**src/rtl/sd_init_seq_if.sv**
```systemverilog
// sd_init_seq_if
// Command-controller bus between the SD init/read sequencer (master) and the
// SD command-line controller (slave).
//   cc_start    master->slave  one-cycle command start pulse
//   cc_precnt   master->slave  idle sdclk cycles before the command
//   cc_cmd      master->slave  command index
//   cc_arg      master->slave  command argument
//   cc_clkdiv   master->slave  sdclk divider
//   cc_busy     slave->master  controller busy
//   cc_done     slave->master  command finished pulse
//   cc_timeout  slave->master  with cc_done: no response
//   cc_syntaxe  slave->master  with cc_done: malformed response
//   cc_resparg  slave->master  response argument, valid with cc_done
interface sd_init_seq_if;
    logic        cc_start;
    logic [15:0] cc_precnt;
    logic [5:0]  cc_cmd;
    logic [31:0] cc_arg;
    logic [15:0] cc_clkdiv;
    logic        cc_busy;
    logic        cc_done;
    logic        cc_timeout;
    logic        cc_syntaxe;
    logic [31:0] cc_resparg;

    modport master (
        output cc_start, cc_precnt, cc_cmd, cc_arg, cc_clkdiv,
        input  cc_busy, cc_done, cc_timeout, cc_syntaxe, cc_resparg
    );

    modport slave (
        input  cc_start, cc_precnt, cc_cmd, cc_arg, cc_clkdiv,
        output cc_busy, cc_done, cc_timeout, cc_syntaxe, cc_resparg
    );
endinterface

```
**src/rtl/sd_init_seq.sv**
```systemverilog
// sd_init_seq
// SD card power-up / identification sequencer followed by CMD17 single-block
// read command issue. Drives the command-line controller through cc.
//   clk, rst      system clock, async active-high reset
//   reinit        restart identification (honoured in READY / ERROR only)
//   cc            command-controller bus (master side)
//   rd_req        read request, sampled while rd_rdy=1, with rd_sector
//   rd_rdy        ready for a read request
//   rd_done       pulse: CMD17 response OK
//   rd_err        pulse: CMD17 failed on every attempt
//   card_ready    identification complete, fast clock active
//   init_err      sticky identification failure
//   card_type     0 none, 1 SDv1, 2 SDv2 SC, 3 SDv2 HC
//   rca           relative card address
//
// state    | meaning
// ---------+-----------------------------------------------------------
// ISSUE    | wait for controller idle, launch command of current step
// WAIT     | command in flight, act on cc_done only
// FAST     | switch to fast sdclk once controller is idle
// READY    | identified, accepting read requests
// ERROR    | identification failed, wait for reinit
module sd_init_seq #(
    parameter logic [15:0] SLOWDIV      = 16'd99,
    parameter logic [15:0] FASTDIV      = 16'd1,
    parameter logic [15:0] PRE_CLKS     = 16'd80,
    parameter logic [15:0] GAP_CLKS     = 16'd8,
    parameter logic [15:0] ACMD41_TRIES = 16'd2000,
    parameter logic [3:0]  CMD_TRIES    = 4'd4
) (
    input  logic              clk,
    input  logic              rst,
    input  logic              reinit,
    sd_init_seq_if.master     cc,
    input  logic              rd_req,
    input  logic [31:0]       rd_sector,
    output logic              rd_rdy,
    output logic              rd_done,
    output logic              rd_err,
    output logic              card_ready,
    output logic              init_err,
    output logic [1:0]        card_type,
    output logic [15:0]       rca
);
    typedef enum logic [2:0] {ST_ISSUE, ST_WAIT, ST_FAST, ST_READY, ST_ERROR} state_t;
    typedef enum logic [3:0] {
        C_CMD0, C_CMD8, C_CMD55, C_ACMD41, C_CMD2, C_CMD3, C_CMD7, C_CMD16, C_CMD17
    } step_t;

    state_t      state_q, state_d;
    step_t       step_q, step_d;
    logic        start_q, start_d;
    logic [5:0]  cmd_q, cmd_d;
    logic [31:0] arg_q, arg_d;
    logic [15:0] pre_q, pre_d;
    logic [15:0] clkdiv_q, clkdiv_d;
    logic        rd_done_q, rd_done_d;
    logic        rd_err_q, rd_err_d;
    logic        ready_q, ready_d;
    logic        ierr_q, ierr_d;
    logic [1:0]  type_q, type_d;
    logic [15:0] rca_q, rca_d;
    // CMD8 either times out (v1) or echoes the check pattern (v2); any other
    // outcome ends in ERROR, so a single flag captures the version.
    logic        v2_q, v2_d;
    logic [31:0] sector_q, sector_d;
    logic [3:0]  tries_q, tries_d;
    logic [15:0] poll_q, poll_d;

    logic [5:0]  step_cmd;
    logic [31:0] step_arg;
    logic        fail, do_retry, go_err, do_reinit;
    logic [3:0]  tries_inc;
    logic [15:0] poll_inc;
    logic        unused_resp;

    assign unused_resp = ^cc.cc_resparg[15:12];

    always_comb begin
        step_cmd = 6'd0;
        step_arg = 32'h0;
        case (step_q)
            C_CMD0:   step_cmd = 6'd0;
            C_CMD8:   begin step_cmd = 6'd8;  step_arg = 32'h0000_01AA; end
            C_CMD55:  step_cmd = 6'd55;
            C_ACMD41: begin
                step_cmd = 6'd41;
                step_arg = v2_q ? 32'h4010_0000 : 32'h0010_0000;
            end
            C_CMD2:   step_cmd = 6'd2;
            C_CMD3:   step_cmd = 6'd3;
            C_CMD7:   begin step_cmd = 6'd7;  step_arg = {rca_q, 16'h0}; end
            C_CMD16:  begin step_cmd = 6'd16; step_arg = 32'd512; end
            C_CMD17:  begin
                step_cmd = 6'd17;
                step_arg = (type_q == 2'd3) ? sector_q : {sector_q[22:0], 9'b0};
            end
            default:  step_cmd = 6'd0;
        endcase
    end

    always_comb begin
        state_d   = state_q;
        step_d    = step_q;
        start_d   = 1'b0;
        cmd_d     = cmd_q;
        arg_d     = arg_q;
        pre_d     = pre_q;
        clkdiv_d  = clkdiv_q;
        rd_done_d = 1'b0;
        rd_err_d  = 1'b0;
        ready_d   = ready_q;
        ierr_d    = ierr_q;
        type_d    = type_q;
        rca_d     = rca_q;
        v2_d      = v2_q;
        sector_d  = sector_q;
        tries_d   = tries_q;
        poll_d    = poll_q;
        fail      = cc.cc_timeout | cc.cc_syntaxe;
        tries_inc = tries_q + 4'd1;
        poll_inc  = poll_q + 16'd1;
        do_retry  = 1'b0;
        go_err    = 1'b0;
        do_reinit = 1'b0;

        case (state_q)
            ST_ISSUE: begin
                if (!cc.cc_busy) begin
                    cmd_d   = step_cmd;
                    arg_d   = step_arg;
                    pre_d   = (step_q == C_CMD0) ? PRE_CLKS : GAP_CLKS;
                    start_d = 1'b1;
                    state_d = ST_WAIT;
                end
            end
            ST_WAIT: begin
                if (cc.cc_done) begin
                    state_d = ST_ISSUE;
                    tries_d = 4'd0;
                    case (step_q)
                        C_CMD0: begin
                            poll_d = 16'd0;
                            step_d = C_CMD8;
                        end
                        C_CMD8: begin
                            if (cc.cc_timeout) begin
                                v2_d   = 1'b0;
                                step_d = C_CMD55;
                            end else if (!cc.cc_syntaxe && cc.cc_resparg[11:0] == 12'h1AA) begin
                                v2_d   = 1'b1;
                                step_d = C_CMD55;
                            end else begin
                                go_err = 1'b1;
                            end
                        end
                        C_CMD55: if (fail) do_retry = 1'b1; else step_d = C_ACMD41;
                        C_ACMD41: begin
                            // R3 has no CRC/index, so only a timeout counts as failure.
                            if (cc.cc_timeout) begin
                                do_retry = 1'b1;
                            end else if (!cc.cc_resparg[31]) begin
                                if (poll_inc >= ACMD41_TRIES) begin
                                    go_err = 1'b1;
                                end else begin
                                    poll_d = poll_inc;
                                    step_d = C_CMD55;
                                end
                            end else begin
                                poll_d = 16'd0;
                                if (!v2_q)
                                    type_d = 2'd1;
                                else
                                    type_d = cc.cc_resparg[30] ? 2'd3 : 2'd2;
                                step_d = C_CMD2;
                            end
                        end
                        C_CMD2: if (fail) do_retry = 1'b1; else step_d = C_CMD3;
                        C_CMD3: begin
                            if (fail) begin
                                do_retry = 1'b1;
                            end else begin
                                rca_d  = cc.cc_resparg[31:16];
                                step_d = C_CMD7;
                            end
                        end
                        C_CMD7: begin
                            if (fail)
                                do_retry = 1'b1;
                            else if (type_q == 2'd3)
                                state_d = ST_FAST;
                            else
                                step_d = C_CMD16;
                        end
                        C_CMD16: if (fail) do_retry = 1'b1; else state_d = ST_FAST;
                        C_CMD17: begin
                            if (fail) begin
                                do_retry = 1'b1;
                            end else begin
                                rd_done_d = 1'b1;
                                state_d   = ST_READY;
                            end
                        end
                        default: go_err = 1'b1;
                    endcase

                    if (do_retry) begin
                        if (tries_inc < CMD_TRIES) begin
                            tries_d = tries_inc;
                            state_d = ST_ISSUE;
                        end else if (step_q == C_CMD17) begin
                            rd_err_d = 1'b1;
                            state_d  = ST_READY;
                        end else begin
                            go_err = 1'b1;
                        end
                    end
                    if (go_err) begin
                        state_d = ST_ERROR;
                        ierr_d  = 1'b1;
                        ready_d = 1'b0;
                    end
                end
            end
            ST_FAST: begin
                if (!cc.cc_busy) begin
                    clkdiv_d = FASTDIV;
                    ready_d  = 1'b1;
                    state_d  = ST_READY;
                end
            end
            ST_READY: begin
                if (reinit) begin
                    do_reinit = 1'b1;
                end else if (rd_req) begin
                    sector_d = rd_sector;
                    step_d   = C_CMD17;
                    tries_d  = 4'd0;
                    state_d  = ST_ISSUE;
                end
            end
            ST_ERROR: if (reinit) do_reinit = 1'b1;
            default:  state_d = ST_ERROR;
        endcase

        if (do_reinit) begin
            ready_d  = 1'b0;
            ierr_d   = 1'b0;
            type_d   = 2'd0;
            rca_d    = 16'd0;
            v2_d     = 1'b0;
            clkdiv_d = SLOWDIV;
            tries_d  = 4'd0;
            poll_d   = 16'd0;
            step_d   = C_CMD0;
            state_d  = ST_ISSUE;
        end
    end

    always_ff @(posedge clk or posedge rst) begin
        if (rst) begin
            state_q   <= ST_ISSUE;
            step_q    <= C_CMD0;
            start_q   <= 1'b0;
            cmd_q     <= 6'd0;
            arg_q     <= 32'h0;
            pre_q     <= 16'd0;
            clkdiv_q  <= SLOWDIV;
            rd_done_q <= 1'b0;
            rd_err_q  <= 1'b0;
            ready_q   <= 1'b0;
            ierr_q    <= 1'b0;
            type_q    <= 2'd0;
            rca_q     <= 16'd0;
            v2_q      <= 1'b0;
            sector_q  <= 32'h0;
            tries_q   <= 4'd0;
            poll_q    <= 16'd0;
        end else begin
            state_q   <= state_d;
            step_q    <= step_d;
            start_q   <= start_d;
            cmd_q     <= cmd_d;
            arg_q     <= arg_d;
            pre_q     <= pre_d;
            clkdiv_q  <= clkdiv_d;
            rd_done_q <= rd_done_d;
            rd_err_q  <= rd_err_d;
            ready_q   <= ready_d;
            ierr_q    <= ierr_d;
            type_q    <= type_d;
            rca_q     <= rca_d;
            v2_q      <= v2_d;
            sector_q  <= sector_d;
            tries_q   <= tries_d;
            poll_q    <= poll_d;
        end
    end

    assign cc.cc_start  = start_q;
    assign cc.cc_cmd    = cmd_q;
    assign cc.cc_arg    = arg_q;
    assign cc.cc_precnt = pre_q;
    assign cc.cc_clkdiv = clkdiv_q;
    assign rd_rdy       = (state_q == ST_READY);
    assign rd_done      = rd_done_q;
    assign rd_err       = rd_err_q;
    assign card_ready   = ready_q;
    assign init_err     = ierr_q;
    assign card_type    = type_q;
    assign rca          = rca_q;
endmodule

```
**src/flat_wrapper.sv**
```systemverilog
// flat-port wrapper written by rule: the top's interface ports become plain ports
module sd_init_seq_flat 
#(
    parameter logic [15:0] SLOWDIV      = 16'd99,
    parameter logic [15:0] FASTDIV      = 16'd1,
    parameter logic [15:0] PRE_CLKS     = 16'd80,
    parameter logic [15:0] GAP_CLKS     = 16'd8,
    parameter logic [15:0] ACMD41_TRIES = 16'd2000,
    parameter logic [3:0]  CMD_TRIES    = 4'd4
)
  (clk, rst, reinit, rd_req, rd_sector, rd_rdy, rd_done, rd_err, card_ready, init_err, card_type, rca, cc_cc_start, cc_cc_precnt, cc_cc_cmd, cc_cc_arg, cc_cc_clkdiv, cc_cc_busy, cc_cc_done, cc_cc_timeout, cc_cc_syntaxe, cc_cc_resparg);
  sd_init_seq_if cc_i ();
  input  logic clk;
  input  logic rst;
  input  logic reinit;
  input  logic rd_req;
  input  logic [31:0] rd_sector;
  output logic rd_rdy;
  output logic rd_done;
  output logic rd_err;
  output logic card_ready;
  output logic init_err;
  output logic [1:0] card_type;
  output logic [15:0] rca;
  output wire logic [$bits(cc_i.cc_start)-1:0] cc_cc_start;
  output wire logic [$bits(cc_i.cc_precnt)-1:0] cc_cc_precnt;
  output wire logic [$bits(cc_i.cc_cmd)-1:0] cc_cc_cmd;
  output wire logic [$bits(cc_i.cc_arg)-1:0] cc_cc_arg;
  output wire logic [$bits(cc_i.cc_clkdiv)-1:0] cc_cc_clkdiv;
  input wire logic [$bits(cc_i.cc_busy)-1:0] cc_cc_busy;
  input wire logic [$bits(cc_i.cc_done)-1:0] cc_cc_done;
  input wire logic [$bits(cc_i.cc_timeout)-1:0] cc_cc_timeout;
  input wire logic [$bits(cc_i.cc_syntaxe)-1:0] cc_cc_syntaxe;
  input wire logic [$bits(cc_i.cc_resparg)-1:0] cc_cc_resparg;
  assign cc_cc_start = cc_i.cc_start;
  assign cc_cc_precnt = cc_i.cc_precnt;
  assign cc_cc_cmd = cc_i.cc_cmd;
  assign cc_cc_arg = cc_i.cc_arg;
  assign cc_cc_clkdiv = cc_i.cc_clkdiv;
  assign cc_i.cc_busy = cc_cc_busy;
  assign cc_i.cc_done = cc_cc_done;
  assign cc_i.cc_timeout = cc_cc_timeout;
  assign cc_i.cc_syntaxe = cc_cc_syntaxe;
  assign cc_i.cc_resparg = cc_cc_resparg;
  sd_init_seq #(.SLOWDIV(SLOWDIV), .FASTDIV(FASTDIV), .PRE_CLKS(PRE_CLKS), .GAP_CLKS(GAP_CLKS), .ACMD41_TRIES(ACMD41_TRIES), .CMD_TRIES(CMD_TRIES)) u_core (.clk(clk), .rst(rst), .reinit(reinit), .cc(cc_i), .rd_req(rd_req), .rd_sector(rd_sector), .rd_rdy(rd_rdy), .rd_done(rd_done), .rd_err(rd_err), .card_ready(card_ready), .init_err(init_err), .card_type(card_type), .rca(rca));
endmodule
```
**config.mk**
```make
export PLATFORM = sky130hd
export DESIGN_NAME = sd_init_seq_flat
export DESIGN_NICKNAME = d
export VERILOG_FILES = /design/src/rtl/sd_init_seq_if.sv /design/src/rtl/sd_init_seq.sv /design/src/flat_wrapper.sv
export SDC_FILE = /design/constraint.sdc
export NUM_CORES = 1
export LEC_CHECK = 0
export CAP_MARGIN = 20
export CORE_UTILIZATION = 60
export CTS_CLUSTER_DIAMETER = 100
export DETAILED_ROUTE_END_ITERATION = 8
export DONT_BUFFER_PORTS = 1
export GPL_TIMING_DRIVEN = 0
export PLACE_DENSITY = 0.76
export RECOVER_POWER = 50
export SYNTH_ARGS = -nofsm -noshare
export SYNTH_HDL_FRONTEND = slang
export SYNTH_SLANG_ARGS = --single-unit
```
**constraint.sdc**
```tcl
create_clock -name clk -period 8.5 [get_ports clk]
set_clock_uncertainty 0.1 [all_clocks]
set_input_delay 0.425 -clock clk [delete_from_list [all_inputs] [get_ports clk]]
set_output_delay 0.425 -clock clk [all_outputs]
set_load 0.02 [all_outputs]
```
==> reports/results.md <==
## Outcome
- status: complete, but fails checks
- violations in the final reports: capacitance limit, slew limit

## Drt
- average via count per standard cell: 6.19
- DR iter-0 viols: 446
- Detailed Routing Iterations Pass 1: 8
- residual DRC count: 0
- vias after detailed routing: 5529
- WL/cell: 20.8 µm
- Antenna Violating Nets Remaining: 0
- routed wire length: 18.6 mm

## Power
- Lkg Pwr: 3.45 nW
- power density over cell area: 260 nW/µm²
- Max IR drop VDD: 0.000204 V

## Timing
- Fin. Hold Viols: 0
- count of final max-slew check failures: 57
- Slew @ Worst Pin: 2.58 ns
- minimum clock period after layout: 2.67 ns
- relative slew slack: -0.728
- part of the cycle the worst path needs: 0.314
- Total Negative Setup Slacks: 0 ns
- RSZ-0062 raised after global routing: false
- maximum clock frequency: 375 MHz
- final-layout worst hold slack: 0.0146 ns
- Final setup violation count: 0

## Setup path
- critical path fanouts, max: 10
- capture point of the worst path: u_core.rca[1]
- CP startpoint: u_core.state_q[2]
- Setup Crit Path Kind: reg2reg
- Startpoint Class: flip-flop
- setup slack on the worst flop-to-flop path: 5.83 ns
- Reg2Reg Depth: 6
- R2R Path End: u_core.rca[1]
- endpoint required time on the critical path: 8.87 ns
- critical path data arrival time: 3.04 ns
- kind of end point of the critical path: flip-flop
- FF-to-FF Start: u_core.state_q[2]

## Min path
- Hold/Removal Path Class: in2reg
- Worst Min Path Start: rd_req

## Yosys
- main combinational cell family by area after synthesis: compound AO/OA/AOI/OAI gates
- main flop type after synthesis: dfrtp_1
- xor and xnor area share after synthesis: 0.00557
- synth unique cells: 71
- count of yosys warnings during synthesis: 0
- basic-gate share of the synthesized area counting and, or, nand and nor cells: 0.172
- Cell Area, Synth: 6290 µm²
- adder and majority gate portion of the synthesized area: 0.00398
- mux cell area share after synthesis: 0.0700
- number of enable-type register cells in the synthesized netlist: 0
- area fraction in compound gates after synthesis: 0.183
- proportion of register bits with asynchronous set or reset after synthesis: 1.00
- number of storage elements in the synthesis netlist: 124
- Synth Instances: 649
- Seq/Total Area, Yosys: 0.493
- per-instance average area after synthesis: 9.70 µm²

## Cells and area
- Layout Cell Area excl Fill: 7670 µm²
- Final Util: 0.750
- fraction of layout cells with a size suffix above 1: 0.172
- area growth from synthesis to layout: 21.9%
- diode count: 0
- nets: 819
- fill cell instance count of the final layout: 685

## Clock tree
- buffer type at the clock tree root: clkbuf_8
- maximum root-to-sink buffer count: 2
- Worst-path clk slew: 0.06 ns
- total number of H-tree levels: 4
- count of hold-fix buffers inserted at cts: 50
- worst-skew pair later-pin latency: 0.54 ns
- Sink Count: 124
- setup fix buffers added after clock tree synthesis: 0
- post-CTS resize count: 0
- clock buffer count from CTS: 17
- CTS tree: built

## Floorplanning
- Die Y: 104 µm
- I/O pins: 166
- Die W: 104 µm
- number of placement rows: 37
- CORE AREA: 10200 µm²
- Die Outline Area: 10900 µm²
- effective utilization at floorplan: 0.615

## Global routing
- number of antenna violations at the first check in global routing: 0
- largest net degree at the start of global routing: 69
- grt ovf: 0
- first-pass GRT wire length: 30.0 mm
- aggregate global-route resource usage: 0.357
- number of global-route vias before repair: 5472

## Placed design
- area post-placement: 6590 µm²
- weighted congestion at the end of routability-driven global placement: 0.883
- post-detail-place hpwl: 11.8 mm
- port buffer count: 0

## Flow run
- count of maximum capacitance violations: 1

## layout by cell type (no fill, tap or decap), drive strengths merged, types with 4 or more instances in the layout
master,Yosys,final
o211ai,7,7
a22o,20,20
dlygate4sd3,0,50
nand2,107,107
nor3,19,19
nand2b,4,4
and3,5,5
a21o,4,4
o21ai,36,36
mux2i,8,8
a21oi,51,51
clkinv,2,4
dfrtp,123,123
a31oi,8,8
a21boi,4,4
inv,9,12
nand3,15,15
o311ai,4,4
a221o,6,6
and2,5,5
mux2,32,32
o31ai,4,4
clkinvlp,0,5
o21a,4,4
or2,4,4
nor2,30,30
or3,4,4
clkbuf,20,40
nand4,9,9
conb,2,26
buf,49,51
nor4,5,5
## critical path, stage by stage, from the launching register on
cell and delay, ns:
dfrtp_1 0.41, and3b_1 0.19, clkbuf_1 0.25, o21a_1 0.39, a21oi_1 0.69, buf_2 0.37
a22o_1 0.18
## power breakdown
group	switching [W]	internal [W]	leakage, nW
sequential	0.000126	0.000673	1.69
combinational	0.000304	0.000170	1.48
clock	0.000285	0.000433	0.274
## synthesized netlist by cell type, drive strengths merged (4+ instances only)
cell	n	area share
a21boi	4	0.0048
a21o	4	0.0048
a21oi	51	0.041
a221o	6	0.0095
a22o	20	0.028
a31oi	8	0.0080
and2	5	0.0050
and3	5	0.0052
buf	49	0.052
clkbuf	20	0.012
dfrtp	123	0.49
inv	9	0.0054
mux2	32	0.057
mux2i	8	0.013
nand2	107	0.064
nand2b	4	0.0040
nand3	15	0.012
nand4	9	0.0089
nor2	30	0.018
nor3	19	0.017
nor4	5	0.0050
o211ai	7	0.0084
o21a	4	0.0048
o21ai	36	0.030
o311ai	4	0.0056
o31ai	4	0.0048
or2	4	0.0040
or3	4	0.0042
## registers in the layout (all words and copies together), names as in the netlist, 2 cells and up
| name | count |
|---|---|
| u_core.cc.cc_cmd | 6 |
| u_core.card_type | 2 |
| u_core.sector_q | 32 |
| u_core.state_q | 3 |
| u_core.step_q | 4 |
| u_core.cc.cc_arg | 32 |
| u_core.tries_q | 4 |
| u_core.cc.cc_precnt | 2 |
| u_core.poll_q | 16 |
| u_core.rca | 16 |
## stage by stage
stage                     setup WS (ns)  cells  power (W)
after CTS                          5.90    891    0.00198
final                              5.83    893    0.00199
after detailed placement           5.91    810    0.00125
after floorplan                    4.68    673    0.00112
after global placement             3.48    809    0.00123
after global routing               5.65    893    0.00207
## worst min path at each step
| stage | end | slack, ns | cells past startpoint |
|---|---|---|---|
| 4_1_cts | u_core.state_q[1] | 0.005 | 3 |
| 3_3_place_gp | u_core.sector_q[23] | 0.39 | 1 |
| 6_report | u_core.state_q[1] | 0.01 | 3 |
| 2_1_floorplan | u_core.tries_q[3] | 0.37 | 1 |
| 5_1_grt | u_core.state_q[1] | 0.02 | 3 |
| 3_5_place_dp | u_core.tries_q[1] | 0.27 | 1 |
## per-layer routing
layer  routed length, µm  GRT usage
met5                   0          0
met3                1610      0.109
met1                7260      0.458
met4                 446      0.130
met2                9240      0.573
## cell type report
type | count | area [µm²] | share of cell area
Inverter | 11 | 42.5 | 0.00555
Clock inverter | 12 | 135 | 0.0176
Multi-Input combinational cell | 469 | 2830 | 0.369
Sequential cell | 124 | 3100 | 0.405
Buffer | 69 | 403 | 0.0525
Clock buffer | 19 | 442 | 0.0576
Tap cell | 136 | 170 | 0.0222
Timing Repair Buffer | 53 | 541 | 0.0705
## cells by family after synthesis
group / Yosys count
compound gates: 172
flops: 124
buf+inv: 80
simple gates: 225
other cells: 2
fa+ha+maj: 2
mux: 40
xor+xnor: 4
(Power assumes the default switching activity.)
